**src/rtl/dlk_deserializer_if.sv**
```systemverilog
// Word handoff from the downlink deserializer to its consumer (valid/ready).
interface dlk_deserializer_if #(
   parameter int unsigned NBITS = 40
);
   logic [NBITS-1:0] word_data;
   logic             word_valid;
   logic             word_ready;

   modport master (
      output word_data,
      output word_valid,
      input  word_ready
   );

   modport slave (
      input  word_data,
      input  word_valid,
      output word_ready
   );
endinterface

```
**src/rtl/dlk_deserializer.sv**
```systemverilog
// AGC downlink receiver: synchronizes DKSTRT/DKBSNC/DKEND/DKDATA, rebuilds
// NBITS-bit words MSB first and offers them over a one-word valid/ready buffer.
module dlk_deserializer #(
   parameter int unsigned NBITS       = 40,
   parameter int unsigned SYNC_STAGES = 2
) (
   input  logic                      SIM_CLK,
   input  logic                      SIM_RST,
   input  logic                      DKSTRT,
   input  logic                      DKBSNC,
   input  logic                      DKEND,
   input  logic                      DKDATA,
   dlk_deserializer_if.master        word_if,
   output logic                      frame_err,
   output logic                      overrun,
   output logic [7:0]                err_count,
   output logic [5:0]                bit_count
);

   typedef enum logic [1:0] {StIdle, StShift, StOver} state_e;

   localparam logic [5:0] NbitsC = 6'(NBITS);

   // Vector order: {data, end, bsnc, start}; data shares the strobes' delay.
   logic [3:0]       sync_q [SYNC_STAGES];
   logic [3:0]       synced;
   logic [2:0]       prev_q;
   logic             st_e, bs_e, end_e, data_s;

   state_e           state_q, state_d;
   logic [NBITS-1:0] sr_q, sr_d;
   logic [5:0]       cnt_q, cnt_d;
   logic [NBITS-1:0] word_data_q, word_data_d;
   logic             word_valid_q, word_valid_d;
   logic             frame_err_q, overrun_q;
   logic [7:0]       err_q, err_d;
   logic             commit, ferr, load, ovr;
   logic [8:0]       err_sum;

   assign synced = sync_q[SYNC_STAGES-1];
   assign st_e   = synced[0] & ~prev_q[0];
   assign bs_e   = synced[1] & ~prev_q[1];
   assign end_e  = synced[2] & ~prev_q[2];
   assign data_s = synced[3];

   always_ff @(posedge SIM_CLK) begin
      if (SIM_RST) begin
         for (int i = 0; i < SYNC_STAGES; i++) sync_q[i] <= '0;
         prev_q <= '0;
      end else begin
         sync_q[0] <= {DKDATA, DKEND, DKBSNC, DKSTRT};
         for (int i = 1; i < SYNC_STAGES; i++) sync_q[i] <= sync_q[i-1];
         prev_q <= synced[2:0];
      end
   end

   // Priority inside a cycle: start, then end, then bit-sync.
   always_comb begin
      state_d = state_q;
      sr_d    = sr_q;
      cnt_d   = cnt_q;
      commit  = 1'b0;
      ferr    = 1'b0;
      unique case (state_q)
         StIdle: begin
            if (st_e) begin
               state_d = StShift;
               sr_d    = '0;
               cnt_d   = '0;
            end
         end
         StShift: begin
            if (st_e) begin
               ferr  = 1'b1;
               sr_d  = '0;
               cnt_d = '0;
            end else if (end_e) begin
               if (cnt_q == NbitsC) commit = 1'b1;
               else                 ferr   = 1'b1;
               state_d = StIdle;
               cnt_d   = '0;
            end else if (bs_e) begin
               if (cnt_q < NbitsC) begin
                  sr_d  = {sr_q[NBITS-2:0], data_s};
                  cnt_d = cnt_q + 6'd1;
               end else begin
                  state_d = StOver;
               end
            end
         end
         StOver: begin
            if (st_e) begin
               ferr    = 1'b1;
               state_d = StShift;
               sr_d    = '0;
               cnt_d   = '0;
            end else if (end_e) begin
               ferr    = 1'b1;
               state_d = StIdle;
               cnt_d   = '0;
            end
         end
         default: state_d = StIdle;
      endcase
   end

   // A commit may reuse the buffer slot in the same cycle it is consumed.
   assign load = commit & (~word_valid_q | word_if.word_ready);
   assign ovr  = commit & ~load;

   always_comb begin
      word_data_d  = word_data_q;
      word_valid_d = word_valid_q;
      if (load) begin
         word_data_d  = sr_q;
         word_valid_d = 1'b1;
      end else if (word_valid_q && word_if.word_ready) begin
         word_valid_d = 1'b0;
      end
   end

   assign err_sum = {1'b0, err_q} + {8'd0, ferr} + {8'd0, ovr};
   assign err_d   = (err_sum > 9'd255) ? 8'hFF : err_sum[7:0];

   always_ff @(posedge SIM_CLK) begin
      if (SIM_RST) begin
         state_q      <= StIdle;
         sr_q         <= '0;
         cnt_q        <= '0;
         word_data_q  <= '0;
         word_valid_q <= 1'b0;
         frame_err_q  <= 1'b0;
         overrun_q    <= 1'b0;
         err_q        <= '0;
      end else begin
         state_q      <= state_d;
         sr_q         <= sr_d;
         cnt_q        <= cnt_d;
         word_data_q  <= word_data_d;
         word_valid_q <= word_valid_d;
         frame_err_q  <= ferr;
         overrun_q    <= ovr;
         err_q        <= err_d;
      end
   end

   assign word_if.word_data  = word_data_q;
   assign word_if.word_valid = word_valid_q;
   assign frame_err          = frame_err_q;
   assign overrun            = overrun_q;
   assign err_count          = err_q;
   assign bit_count          = cnt_q;

endmodule

```
**src/flat_wrapper.sv**
```systemverilog
// flat-port wrapper written by rule: the top's interface ports become plain ports
module dlk_deserializer_flat 
#(
   parameter int unsigned NBITS       = 40,
   parameter int unsigned SYNC_STAGES = 2
)
  (SIM_CLK, SIM_RST, DKSTRT, DKBSNC, DKEND, DKDATA, frame_err, overrun, err_count, bit_count, word_if_word_data, word_if_word_valid, word_if_word_ready);
  dlk_deserializer_if #(.NBITS(NBITS)) word_if_i ();
  input  logic SIM_CLK;
  input  logic SIM_RST;
  input  logic DKSTRT;
  input  logic DKBSNC;
  input  logic DKEND;
  input  logic DKDATA;
  output logic frame_err;
  output logic overrun;
  output logic [7:0] err_count;
  output logic [5:0] bit_count;
  output wire logic [$bits(word_if_i.word_data)-1:0] word_if_word_data;
  output wire logic [$bits(word_if_i.word_valid)-1:0] word_if_word_valid;
  input wire logic [$bits(word_if_i.word_ready)-1:0] word_if_word_ready;
  assign word_if_word_data = word_if_i.word_data;
  assign word_if_word_valid = word_if_i.word_valid;
  assign word_if_i.word_ready = word_if_word_ready;
  dlk_deserializer #(.NBITS(NBITS), .SYNC_STAGES(SYNC_STAGES)) u_core (.SIM_CLK(SIM_CLK), .SIM_RST(SIM_RST), .DKSTRT(DKSTRT), .DKBSNC(DKBSNC), .DKEND(DKEND), .DKDATA(DKDATA), .word_if(word_if_i), .frame_err(frame_err), .overrun(overrun), .err_count(err_count), .bit_count(bit_count));
endmodule
```
**config.mk**
```make
export PLATFORM = sky130hd
export DESIGN_NAME = dlk_deserializer_flat
export DESIGN_NICKNAME = d
export VERILOG_FILES = /design/src/rtl/dlk_deserializer_if.sv /design/src/rtl/dlk_deserializer.sv /design/src/flat_wrapper.sv
export SDC_FILE = /design/constraint.sdc
export NUM_CORES = 1
export LEC_CHECK = 0
export ABC_AREA = 1
export CORE_ASPECT_RATIO = 0.75
export CORE_MARGIN = 5
export CORE_UTILIZATION = 40
export CTS_BUF_LIST = sky130_fd_sc_hd__clkbuf_8
export DETAILED_ROUTE_END_ITERATION = 16
export PLACE_DENSITY = 0.72
export SKIP_CTS_REPAIR_TIMING = 1
export SYNTH_ARGS = -nofsm -noshare
export SYNTH_HDL_FRONTEND = slang
export SYNTH_SLANG_ARGS = --single-unit
```
**constraint.sdc**
```tcl
create_clock -name SIM_CLK -period 2.5 [get_ports SIM_CLK]
set_input_delay 0.625 -clock SIM_CLK [delete_from_list [all_inputs] [get_ports SIM_CLK]]
set_output_delay 0.625 -clock SIM_CLK [all_outputs]
set_load 0.05 [all_outputs]
```
* Yosys cells after proc, flatten, opt, wreduce, memory -nomap -nowiden
Memory sizes are Yosys's and may differ from the RTL's.
Cells that the tools add are included.
** Operators by class
- Equality and inequality tests :: 14
- Multiplexer cells :: 40
- Bitwise logic cells :: 13
- $lt $le $gt $ge :: 2
- $add $sub $neg :: 3
- Reductions and logical operators :: 9
** Operators with widths (count)
- $mux 40 :: 5
- $pmux 40 s2 :: 1
- $mux 6 :: 7
- $pmux 6 s3 :: 1
- $reduce_and 5->1 :: 3
- $mux 1 :: 14
- $mux 2 :: 7
- $ne 3x1->1 const B :: 4
- $add 8x1->9 :: 1
- $add 9x1->9 :: 1
- $gt 9x8->1 const B :: 1
- $mux 4 :: 2
- $mux 8 :: 1
- $ne 4x1->1 const B :: 2
- $add 6x1->6 const B :: 1
- $eq 6x6->1 const B :: 1
- $lt 6x6->1 const B :: 1
- $ne 3x2->1 const B :: 2
- $pmux 2 s3 :: 1
- $and 1x1->1 :: 5
- $not 1->1 :: 5
- $ne 2x1->1 const B :: 2
- $reduce_bool 2->1 :: 2
- $or 1x1->1 :: 3
- other kinds (8) :: 8
** Word-level totals
- Word-level logic and storage cells :: 91
- RAM bits :: 8
- Output and inout port bits :: 57
- Input bits :: 7
- Register bits :: 102
- Memories kept :: 1
** Memory list
- u_core.sync_q :: depth 2, bits a word 4, read ports 2, clocked after Yosys merged registers in 0, wr ports 2, line dlk_deserializer.sv:25 : logic [3:0] sync_q [SYNC_STAGES];

* Depth between registers and ports, before layout
- Word-level depth :: 11
- Gate-level depth with buffers :: 14

* Worst setup path before layout
OpenSTA, ideal clock, no wires.
- Path type :: register to register
- From :: register u_core.cnt_q[0] (netlist: u_core.bit_count[0])
- To :: register u_core.err_q[5] (netlist: u_core.err_count[5])
- Buffers on the path :: 1
- Required time :: 2.368 ns
- Setup time :: 0.132 ns
- Slack :: -0.155 ns
- Data arrival time :: 2.523 ns
- Stages on the path, launching flop included :: 14
- Path through :: dfxtp_1 > inv_1 > ha_1 > nand3_1 > nor2_1 > buf_2 > nand2_1 > nor2_1 > fa_1 > ha_1 > nand3_1 > nor2_1 > nand2_1 > a21oi_1
** On the way
- Longest elaborated chain between the ends :: 11
** RTL lines
- from (decl) :: line dlk_deserializer.sv:32 : logic [5:0] cnt_q, cnt_d;
- from (signal assigned) :: line dlk_deserializer.sv:138 : cnt_q <= cnt_d;
- $eq 6x6->1 * :: line dlk_deserializer.sv:78 : if (cnt_q == NbitsC) commit = 1'b1;
- $mux 1 * :: line dlk_deserializer.sv:78
- $mux 1 * :: line dlk_deserializer.sv:77 : end else if (end_e) begin
- $mux 1 * :: line dlk_deserializer.sv:73 : if (st_e) begin
- $mux 1 * :: line dlk_deserializer.sv:64 : unique case (state_q)
- $and 1x1->1 :: line dlk_deserializer.sv:108 : assign load = commit & (~word_valid_q | word_if.word_ready);
- $not 1->1 :: line dlk_deserializer.sv:109 : assign ovr = commit & ~load;
- $and 1x1->1 * :: line dlk_deserializer.sv:109
- net u_core.ovr :: line dlk_deserializer.sv:37 : logic commit, ferr, load, ovr;
- $add 9x1->9 * :: line dlk_deserializer.sv:122 : assign err_sum = {1'b0, err_q} + {8'd0, ferr} + {8'd0, ovr};
- $gt 9x8->1 :: line dlk_deserializer.sv:123 : assign err_d = (err_sum > 9'd255) ? 8'hFF : err_sum[7:0];
- $mux 8 * :: line dlk_deserializer.sv:123
- to (signal assigned) :: line dlk_deserializer.sv:143 : err_q <= err_d;
- to (decl) :: line dlk_deserializer.sv:36 : logic [7:0] err_q, err_d;
The timed path passes the listed nets; every way through them passes the cells marked *.
A chain may end at the register's enable or synchronous reset.

* Worst setup path after layout
- From :: register u_core.state_q[0]
- To :: register u_core.err_q[2] (netlist: u_core.err_count[2])
** RTL lines
- from (decl) :: line dlk_deserializer.sv:30 : state_e state_q, state_d;
- from (signal assigned) :: line dlk_deserializer.sv:127 : state_q <= StIdle;
- from (signal assigned) :: line dlk_deserializer.sv:136 : state_q <= state_d;
- $eq 2x2->1 / $eq 2x1->1 (equally long branches) :: line dlk_deserializer.sv:64
- $pmux 1 s2 * :: line dlk_deserializer.sv:64
- net u_core.ferr :: line dlk_deserializer.sv:37
- $add 8x1->9 * :: line dlk_deserializer.sv:122
- $add 9x1->9 * :: line dlk_deserializer.sv:122
- $gt 9x8->1 :: line dlk_deserializer.sv:123
- $mux 8 * :: line dlk_deserializer.sv:123
Marks and branches as above.

==> results by group <==
Outcome
  • Status: completed

CTS
  • Num CTS Buffers: 9
  • CTS tree: yes
  • CTS root buffer: clkbuf_8
  • Clock-pin slew on the worst setup and hold paths: 0.10 ns
  • Clock latency on the worst-skew pair: 0.37 ns
  • CTS Sinks: 110
  • H-tree levels: 3
  • Max Root-Sink Buffers: 2

Min path
  • Hold Path Class: reg2reg

Synth
  • Post-synth cell types: 23
  • Register area share after synthesis: 47.0%
  • Ranking of synthesized cells by area: dfxtp_1 (47%), nand2_1 (13%), a21oi_1 (9.9%)
  • Yosys warnings: 0
  • Post-synth top area cell: dfxtp_1
  • Syn_area_per_cell: 7.20 um2
  • Register bit total from synthesis: 110
  • Post-Syn Area: 0.00469 mm2
  • Syn Nets: 667
  • Yosys top cell area share: 47.0%
  • Post-synthesis cell count: 651

STA
  • Tcrit/Tclk final: 94.1%
  • Post-Route Setup TNS: 0 ns
  • Slew @ Worst Pin: 0.760 ns
  • Relative slew slack: 49.2%
  • Hold Slack: 0.405 ns
  • Final Hold Vio Count: 0
  • Final setup margin: 0.149 ns
  • Final Critical Period: 2.35 ns
  • Worst Skew: 0.0110 ns
  • Slew Viols, Final: 0
  • Endpoints failing setup: 0
  • FMAX: 0.425 GHz

Die
  • IO Count: 64
  • Die area: 0.0140 mm2
  • Starting Density: 40.6%
  • Die W: 135 um
  • # rows: 34
  • Core area: 0.0115 mm2
  • Height of the die: 104 um

Place
  • Placed instance area: 0.00547 mm2
  • DP HPWL: 7040 um
  • Setup WS pre-CTS: -0.0629 ns
  • Port bufs: 63
  • RePlAce Congestion: 0.867

GRT
  • Global Route met1 Usage: 21.1%
  • Vias in the first global route: 4,001
  • M2 GR Usage: 23.5%
  • GR peak layer: met2
  • GRT Residual Overflow: 0
  • Initial antenna violation count: 0
  • Largest net degree at the start of global routing: 61
  • Grt met3 use: 4.46%
  • First-pass GRT wire length: 18,300 um
  • Total track usage: 15.4%

Final layout
  • Antenna Cells: 0
  • Post-route cell area: 0.00565 mm2
  • Share of layout cells above drive strength 1: 6.77%
  • P&R area growth vs syn: 20.6%
  • Layout Nets: 706

Run
  • Maximum capacitance violations: 0

Detailed routing
  • Post-DR wirelength/cell: 12.5 um
  • Drc violations: 0
  • DRT Wirelength: 10,700 um
  • Vias: 4,305
  • Starting DRT DRC Count: 339
  • Vias/cell: 5.03
  • DRT Pass-1 Iters: 5
  • Final ANT Viol Nets: 0

Pwr
  • Pwr/cell area: 942 mW/mm2
  • VDD IR max: 0.000449 V
  • Static Leak: 2.11 nW
  • Final Power: 0.00532 W

Worst setup path
  • Crit path launch type: register
  • WP data required: 2.80 ns
  • Crit path DAT: 2.65 ns
  • Crit path capture type: register
  • Worst-path maximum fanout: 6
  • Critical path type: reg2reg
-- sequential cells by signal, summed over array words and instances (netlist names) --
name,cells
u_core.word_if.word_valid,1
u_core.sr_q,40
u_core.state_q,2
u_core.prev_q,3
u_core.err_count,8
u_core.bit_count,6
u_core.word_if.word_data,40
u_core.frame_err,1
u_core.overrun,1
u_core.sync_q,8
-- cells in the mapped netlist --
cell type	count
o21ai_0	3
and2_1	1
clkbuf_1	30
nand3b_1	1
buf_2	18
a21oi_1	93
nand4_1	41
buf_1	2
xor2_1	3
nand2_1	162
nor2_1	74
dfxtp_1	110
nor2_4	1
inv_1	36
ha_1	8
nand3_1	59
xnor2_1	1
fa_1	1
nor3_1	2
a31oi_1	1
inv_2	2
nor2_2	1
nor3_2	1
-- power by group --
part	switching [W]	leakage (nW)	internal, W
registers	0.000288	0.897	0.00211
logic	0.00127	1.12	0.000690
clock network	0.000588	0.0885	0.000386
total	0.00214	2.11	0.00318
-- path summary, 6_finish.rpt --
check                           slack (ns)                  end  depth (start not counted)           startpoint
worst max-delay path                  0.15  u_core.err_count[2]                         10    u_core.state_q[0]
worst min-delay path                  0.41  u_core.sync_q[0][5]                          2  u_core.sync_q[0][1]
worst max register to register        0.15  u_core.err_count[2]                         10    u_core.state_q[0]
worst min register to register        0.41  u_core.sync_q[0][5]                          2  u_core.sync_q[0][1]
-- critical path: stages (launching register included) --
cell and delay, ns:
dfxtp_1 0.41, inv_1 0.10, ha_1 0.29, o21ai_0 0.08, a31oi_1 0.33, fa_1 0.27, ha_1 0.17, nand3_1 0.15
nor2_2 0.18, nand2_2 0.12, a21oi_1 0.16
-- metal layers --
layer	part of all wire, %	wire [um]	vias to the layer above
li1	-	-	2205
met1	50	5310	1980
met2	44	4720	109
met3	5.0	538	11
met4	1.3	143	0
met5	0	0	-
-- cell families (layout without fill, tap and decap cells) --
family / after synthesis / count (layout) / share of synthesized area (%)
AOI/OAI and AO/OA: 97 / 97 / 10.4
DFF: 110 / 110 / 47.0
adders and majority gates: 9 / 9 / 2.56
xor gates and xnor gates: 4 / 4 / 0.748
buffers and inverters: 88 / 131 / 7.53
and+or+nand+nor: 343 / 343 / 31.8
-- cell type report --
| class | instances | area, um2 |
|---|---|---|
| Inverter | 38 | 143 |
| Clock inverter | 5 | 35.0 |
| Multi-Input combinational cell | 453 | 2160 |
| Fill cell | 1154 | 5880 |
| Timing Repair Buffer | 78 | 763 |
| Tap cell | 162 | 203 |
| Sequential cell | 110 | 2210 |
| Clock buffer | 10 | 138 |
-- through the flow --
step / instances / util, %
finish: 856 / 49.0
global route: 856 / 49.0
CTS: 856 / 48.9
detailed placement: 841 / 47.4
global placement: 841 / 47.4
floorplan: 651 / -
-- layout by cell type (no fill, tap or decap), types with 4 or more instances in the layout --
cell,n
nand2_1,159
dfxtp_1,106
a21oi_1,93
nor2_1,70
clkdlybuf4s50_1,62
nand3_1,59
nand4_1,41
inv_1,36
buf_4,13
clkbuf_8,10
ha_1,8
dfxtp_2,4
Power figures use the tool's default switching activity.
